<file path="src/rtl/mem_access_ctrl.sv">
// ---------------------------------------------------------------------------
// mem_access_ctrl : RISC-V load/store front end for a 1024x32 one-cycle-latency
// block memory (sign/zero extension, SB/SH read-modify-write, fault detection).
// Revision 1.0
// ---------------------------------------------------------------------------
`default_nettype none

module mem_access_ctrl #(
  parameter int ADDR_WIDTH = 10
) (
  input  logic                  clk,
  input  logic                  rst_n,
  input  logic                  req_valid,
  output logic                  req_ready,
  input  logic                  req_write,
  input  logic [2:0]            req_funct3,
  input  logic [31:0]           req_addr,
  input  logic [31:0]           req_wdata,
  output logic                  done,
  output logic                  fault,
  output logic [31:0]           load_data,
  output logic                  mem_enabled,
  output logic [ADDR_WIDTH-1:0] address,
  output logic                  write_enable,
  output logic [31:0]           write_data,
  input  logic [31:0]           read_data
);

  typedef enum logic [1:0] {
    S_IDLE = 2'd0,
    S_RD   = 2'd1,
    S_CAP  = 2'd2,
    S_WR   = 2'd3
  } state_t;

  localparam logic [2:0] C_F3_B  = 3'b000;
  localparam logic [2:0] C_F3_H  = 3'b001;
  localparam logic [2:0] C_F3_W  = 3'b010;
  localparam logic [2:0] C_F3_BU = 3'b100;
  localparam logic [2:0] C_F3_HU = 3'b101;

  state_t                state_q, state_d;
  logic                  done_q, done_d;
  logic                  fault_q, fault_d;
  logic [31:0]           load_data_q, load_data_d;
  logic                  mem_en_q, mem_en_d;
  logic [ADDR_WIDTH-1:0] address_q, address_d;
  logic                  we_q, we_d;
  logic [31:0]           wdata_q, wdata_d;
  logic                  write_q, write_d;
  logic [2:0]            funct3_q, funct3_d;
  logic [1:0]            lane_q, lane_d;
  logic [15:0]           st_data_q, st_data_d;

  logic                  req_illegal;
  logic                  req_misaligned;
  logic [7:0]            rd_byte;
  logic [15:0]           rd_half;
  logic [31:0]           load_ext;
  logic [31:0]           merged;

  // Address bits above the memory's word index alias onto the same words.
  logic                  unused_addr_hi;
  assign unused_addr_hi = ^req_addr[31:ADDR_WIDTH+2];

  always_comb begin
    req_illegal    = req_write ? (req_funct3 > C_F3_W)
                               : ((req_funct3[1:0] == 2'b11) || (req_funct3 == 3'b110));
    req_misaligned = ((req_funct3[1:0] == 2'b01) && req_addr[0]) ||
                     ((req_funct3[1:0] == 2'b10) && (req_addr[1:0] != 2'b00));
  end

  always_comb begin
    rd_byte = read_data[7:0];
    case (lane_q)
      2'd1:    rd_byte = read_data[15:8];
      2'd2:    rd_byte = read_data[23:16];
      2'd3:    rd_byte = read_data[31:24];
      default: rd_byte = read_data[7:0];
    endcase
    rd_half = lane_q[1] ? read_data[31:16] : read_data[15:0];

    case (funct3_q)
      C_F3_B:  load_ext = {{24{rd_byte[7]}}, rd_byte};
      C_F3_H:  load_ext = {{16{rd_half[15]}}, rd_half};
      C_F3_BU: load_ext = {24'h000000, rd_byte};
      C_F3_HU: load_ext = {16'h0000, rd_half};
      default: load_ext = read_data;
    endcase

    // Store lane merge for the write half of SB/SH.
    merged = read_data;
    if (funct3_q == C_F3_B) begin
      case (lane_q)
        2'd1:    merged[15:8]  = st_data_q[7:0];
        2'd2:    merged[23:16] = st_data_q[7:0];
        2'd3:    merged[31:24] = st_data_q[7:0];
        default: merged[7:0]   = st_data_q[7:0];
      endcase
    end else if (lane_q[1]) begin
      merged[31:16] = st_data_q;
    end else begin
      merged[15:0] = st_data_q;
    end
  end

  always_comb begin
    state_d     = state_q;
    done_d      = 1'b0;
    fault_d     = 1'b0;
    load_data_d = load_data_q;
    mem_en_d    = 1'b0;
    we_d        = 1'b0;
    address_d   = address_q;
    wdata_d     = wdata_q;
    write_d     = write_q;
    funct3_d    = funct3_q;
    lane_d      = lane_q;
    st_data_d   = st_data_q;

    case (state_q)
      S_IDLE: begin
        if (req_valid) begin
          if (req_illegal || req_misaligned) begin
            done_d  = 1'b1;
            fault_d = 1'b1;
          end else if (req_write && (req_funct3 == C_F3_W)) begin
            mem_en_d  = 1'b1;
            we_d      = 1'b1;
            address_d = req_addr[ADDR_WIDTH+1:2];
            wdata_d   = req_wdata;
            state_d   = S_WR;
          end else begin
            mem_en_d  = 1'b1;
            address_d = req_addr[ADDR_WIDTH+1:2];
            write_d   = req_write;
            funct3_d  = req_funct3;
            lane_d    = req_addr[1:0];
            st_data_d = req_wdata[15:0];
            state_d   = S_RD;
          end
        end
      end
      S_RD: begin
        state_d = S_CAP;
      end
      S_CAP: begin
        if (write_q) begin
          wdata_d  = merged;
          mem_en_d = 1'b1;
          we_d     = 1'b1;
          state_d  = S_WR;
        end else begin
          load_data_d = load_ext;
          done_d      = 1'b1;
          state_d     = S_IDLE;
        end
      end
      S_WR: begin
        done_d  = 1'b1;
        state_d = S_IDLE;
      end
      default: state_d = S_IDLE;
    endcase
  end

  always_ff @(posedge clk or negedge rst_n) begin
    if (!rst_n) begin
      state_q     <= S_IDLE;
      done_q      <= 1'b0;
      fault_q     <= 1'b0;
      load_data_q <= 32'h0;
      mem_en_q    <= 1'b0;
      we_q        <= 1'b0;
      address_q   <= '0;
      wdata_q     <= 32'h0;
      write_q     <= 1'b0;
      funct3_q    <= 3'b000;
      lane_q      <= 2'b00;
      st_data_q   <= 16'h0;
    end else begin
      state_q     <= state_d;
      done_q      <= done_d;
      fault_q     <= fault_d;
      load_data_q <= load_data_d;
      mem_en_q    <= mem_en_d;
      we_q        <= we_d;
      address_q   <= address_d;
      wdata_q     <= wdata_d;
      write_q     <= write_d;
      funct3_q    <= funct3_d;
      lane_q      <= lane_d;
      st_data_q   <= st_data_d;
    end
  end

  assign req_ready    = (state_q == S_IDLE);
  assign done         = done_q;
  assign fault        = fault_q;
  assign load_data    = load_data_q;
  assign mem_enabled  = mem_en_q;
  assign address      = address_q;
  assign write_enable = we_q;
  assign write_data   = wdata_q;

endmodule

`default_nettype wire

</file>
<file path="config.mk">
export PLATFORM = sky130hd
export DESIGN_NAME = mem_access_ctrl
export DESIGN_NICKNAME = d
export VERILOG_FILES = /design/src/rtl/mem_access_ctrl.sv
export SDC_FILE = /design/constraint.sdc
export NUM_CORES = 1
export LEC_CHECK = 0
export CORE_AREA = 2 2 139 168
export DETAILED_ROUTE_END_ITERATION = 10
export DIE_AREA = 0 0 141 170
export PLACE_DENSITY = 0.49
export SETUP_SLACK_MARGIN = 0.2
export SYNTH_ARGS = -nofsm -noshare
export SYNTH_HDL_FRONTEND = slang
export SYNTH_SLANG_ARGS = --single-unit
</file>
<file path="constraint.sdc">
create_clock -name clk -period 2.2 [get_ports clk]
set_input_delay 0.33 -clock clk [delete_from_list [all_inputs] [get_ports clk]]
set_output_delay 0.33 -clock clk [all_outputs]
set_load 0.01 [all_outputs]
</file>
==> impl_metrics.tcl <==
set metrics [dict create \
    cts_tree "built" \
    worst_ep_arrival_time_ps 2170 \
    final_hold_viol_count 0 \
    endpoint_kind "register" \
    start_kind "primary input" \
    core_region_area_um2 22300 \
    grt_pass1_vias 5147 \
    hold_class "primary input to async pin" \
    period_share 0.881 \
    required_ps 2430 \
    period_needed_ps 1940 \
    cp_max_fo 33 \
    tns_ps 0 \
    drive_gt1_frac 0.187 \
    start_util 0.247 \
    yosysUniqueCellTypes 47 \
    synth_area_um2 5500 \
    worstReg2RegStart "funct3_q[1]" \
    cts_num_sinks 102 \
    ff2ff_path_depth 4 \
    path_class "primary input to register" \
    cts_root_buffer "clkbuf_16" \
    drv_cap 0 \
    dieHeight_um 170 \
    tightestPinTransition_ps 473 \
    irDropWorstVdd_v 0.000415 \
    grt_usage 0.168 \
    status "finished, final reports clean" \
    area_growth_pct 44.5 \
    syn_avg_cell_area_um2 10.2 \
    antenna_found_initial 0 \
    mostFrequentLayoutCells "160 x clkdlybuf4s50_1, 100 x dfrtp_1, 56 x mux2_2" \
    grt_max_degree 58 \
    grt_pass1_wl_um 30500 \
    layout_commonest_cell "clkdlybuf4s50_1" \
    cts_buffers 9 \
    syn_nets 641 \
    yosysSeqAreaShare 0.464 \
    rsz0062_at_grt "yes" \
    avgRoutedWirePerCell_um 19.9 \
    die-width_um 141 \
    clk_path_buf_depth 2 \
    nets 810 \
    num_antenna_cells 0 \
    gp_congestion 0.839 \
    dpl-instance-area_um2 7580 \
    antenna_left 0 \
    fin_skew_ps 9.79 \
    vias_per_cell 4.90 \
    drc 0 \
    report.final.slew_viol_count 0 \
    finalWirelength_um 19700 \
    first_pass_iters 4 \
    cts_max_level 3 \
    fin_area_um2 7950 \
    grt_remaining_overflow 0 \
    regToRegSetupSlack_ps 280 \
    synth_cells 538 \
    hpwl_um 15400 \
    clkLatencyLatePin_ps 350 \
    relSlewSlack 0.685 \
    power_leakage_uw 0.00335 \
    drt_iter0_markers 307 \
    powerDensity_nw_per_um2 1470 \
    ys_warn_count 0 \
    vias 4857 \
    clk_pin_slew_ps 70 \
    setup_viol_count_final 0 \
    io_buffers 161 \
    rows 60 \
    ys_seq_elements 102 \
    die_area_um2 24000 \
    max_freq_ghz 0.516 \
    reg2reg_to "write_data[16]" \
    ioPinCount 182 \
]
-- cells in the mapped netlist, drive strengths merged --
cell type	n	area share
a211oi	24	0.033
a21boi	1	0.0014
a21o	1	0.0014
a21oi	11	0.011
a221oi	1	0.0027
a22o	1	0.0016
a31oi	8	0.0091
a32oi	1	0.0016
and3	8	0.0091
and3b	8	0.013
buf	20	0.025
clkbuf	23	0.016
clkinv	1	0.00068
dfrtp	102	0.46
inv	3	0.0020
mux2	78	0.16
mux2i	15	0.027
mux4	1	0.0041
nand2	55	0.038
nand2b	4	0.0059
nand3	33	0.030
nor2	28	0.020
nor2b	17	0.019
nor3	2	0.0018
nor4	9	0.011
nor4b	1	0.0043
o211ai	1	0.0023
o21ai	59	0.056
o22a	1	0.0016
o22ai	16	0.018
or2	1	0.0011
or3	1	0.0011
or3b	2	0.0032
or4b	1	0.0018
-- area by class of cell --
cell class | count | area [µm²]
multi-input cells | 389 | 2740
inverters | 4 | 15.0
repair buffers | 201 | 1960
flip-flops and latches | 102 | 2560
fillers | 2232 | 14300
well taps | 279 | 349
clock buffers | 12 | 236
clock inverters | 4 | 95.1
-- logic make-up (layout without fill, tap and decap cells) --
| logic type | Yosys count | in the layout | share of synthesized area |
|---|---|---|---|
| mux | 94 | 94 | 0.194 |
| simple gates | 170 | 170 | 0.159 |
| buf+inv | 47 | 221 | 0.0434 |
| flops | 102 | 102 | 0.464 |
| compound gates | 125 | 125 | 0.140 |
-- power breakdown --
| group | switching [µW] | total (µW) | internal, µW |
|---|---|---|---|
| logic | 3050 | 6350 | 3290 |
| registers | 701 | 3540 | 2830 |
| clock network | 684 | 1800 | 1110 |
| total | 4440 | 11700 | 7240 |
-- worst max-delay path, stage by stage --
cell             delay, ps
clkdlybuf4s50_1        510
a221oi_2               350
o211ai_2               160
o21ai_4                200
buf_12                 220
mux2_2                 370
-- per-layer routing --
| layer | track usage | routed length (µm) | vias to the layer above |
|---|---|---|---|
| li1 | - | - | 2286 |
| met1 | 0.222 | 8700 | 2414 |
| met2 | 0.275 | 9690 | 134 |
| met3 | 0.0329 | 919 | 23 |
| met4 | 0.0552 | 416 | 0 |
| met5 | 0 | 0 | - |
-- how the worst max path moves through the flow --
stage,from,to,cells after the start
6_report,req_funct3[0],write_data[13],6
5_1_grt,req_funct3[0],write_data[26],6
4_1_cts,funct3_q[2],write_data[24],6
3_5_place_dp,req_funct3[0],write_data[22],6
3_3_place_gp,req_funct3[0],write_data[15],6
2_1_floorplan,state_q[1],write_data[24],5
-- through the flow --
| step | utilization | hold WS, ps | worst slack, ps | total power [µW] | instances |
|---|---|---|---|---|---|
| after floorplan | - | 34.4 | 333 | 6960 | 538 |
| after global placement | 0.340 | 170 | -51.5 | 9810 | 973 |
| after detailed placement | 0.340 | 171 | -120 | 9930 | 973 |
| after CTS | 0.355 | 337 | 205 | 11800 | 990 |
| after global routing | 0.357 | 356 | 191 | 12500 | 991 |
| final | 0.357 | 349 | 261 | 11700 | 991 |
-- flip-flops by register name (all words and copies together) (netlist names), 2 cells and up --
| name | cells |
|---|---|
| write_data | 32 |
| funct3_q | 3 |
| load_data | 32 |
| st_data_q | 16 |
| lane_q | 2 |
| state_q | 2 |
| address | 10 |
-- what timing repair did --
action                                  CTS  global route
setup buffers                             0             1
hold buffers                              1             0
endpoints found under the setup margin    3            33
gates resized for setup                   2             6
hold endpoints to repair                  8             0
(Power assumes the default switching activity.)
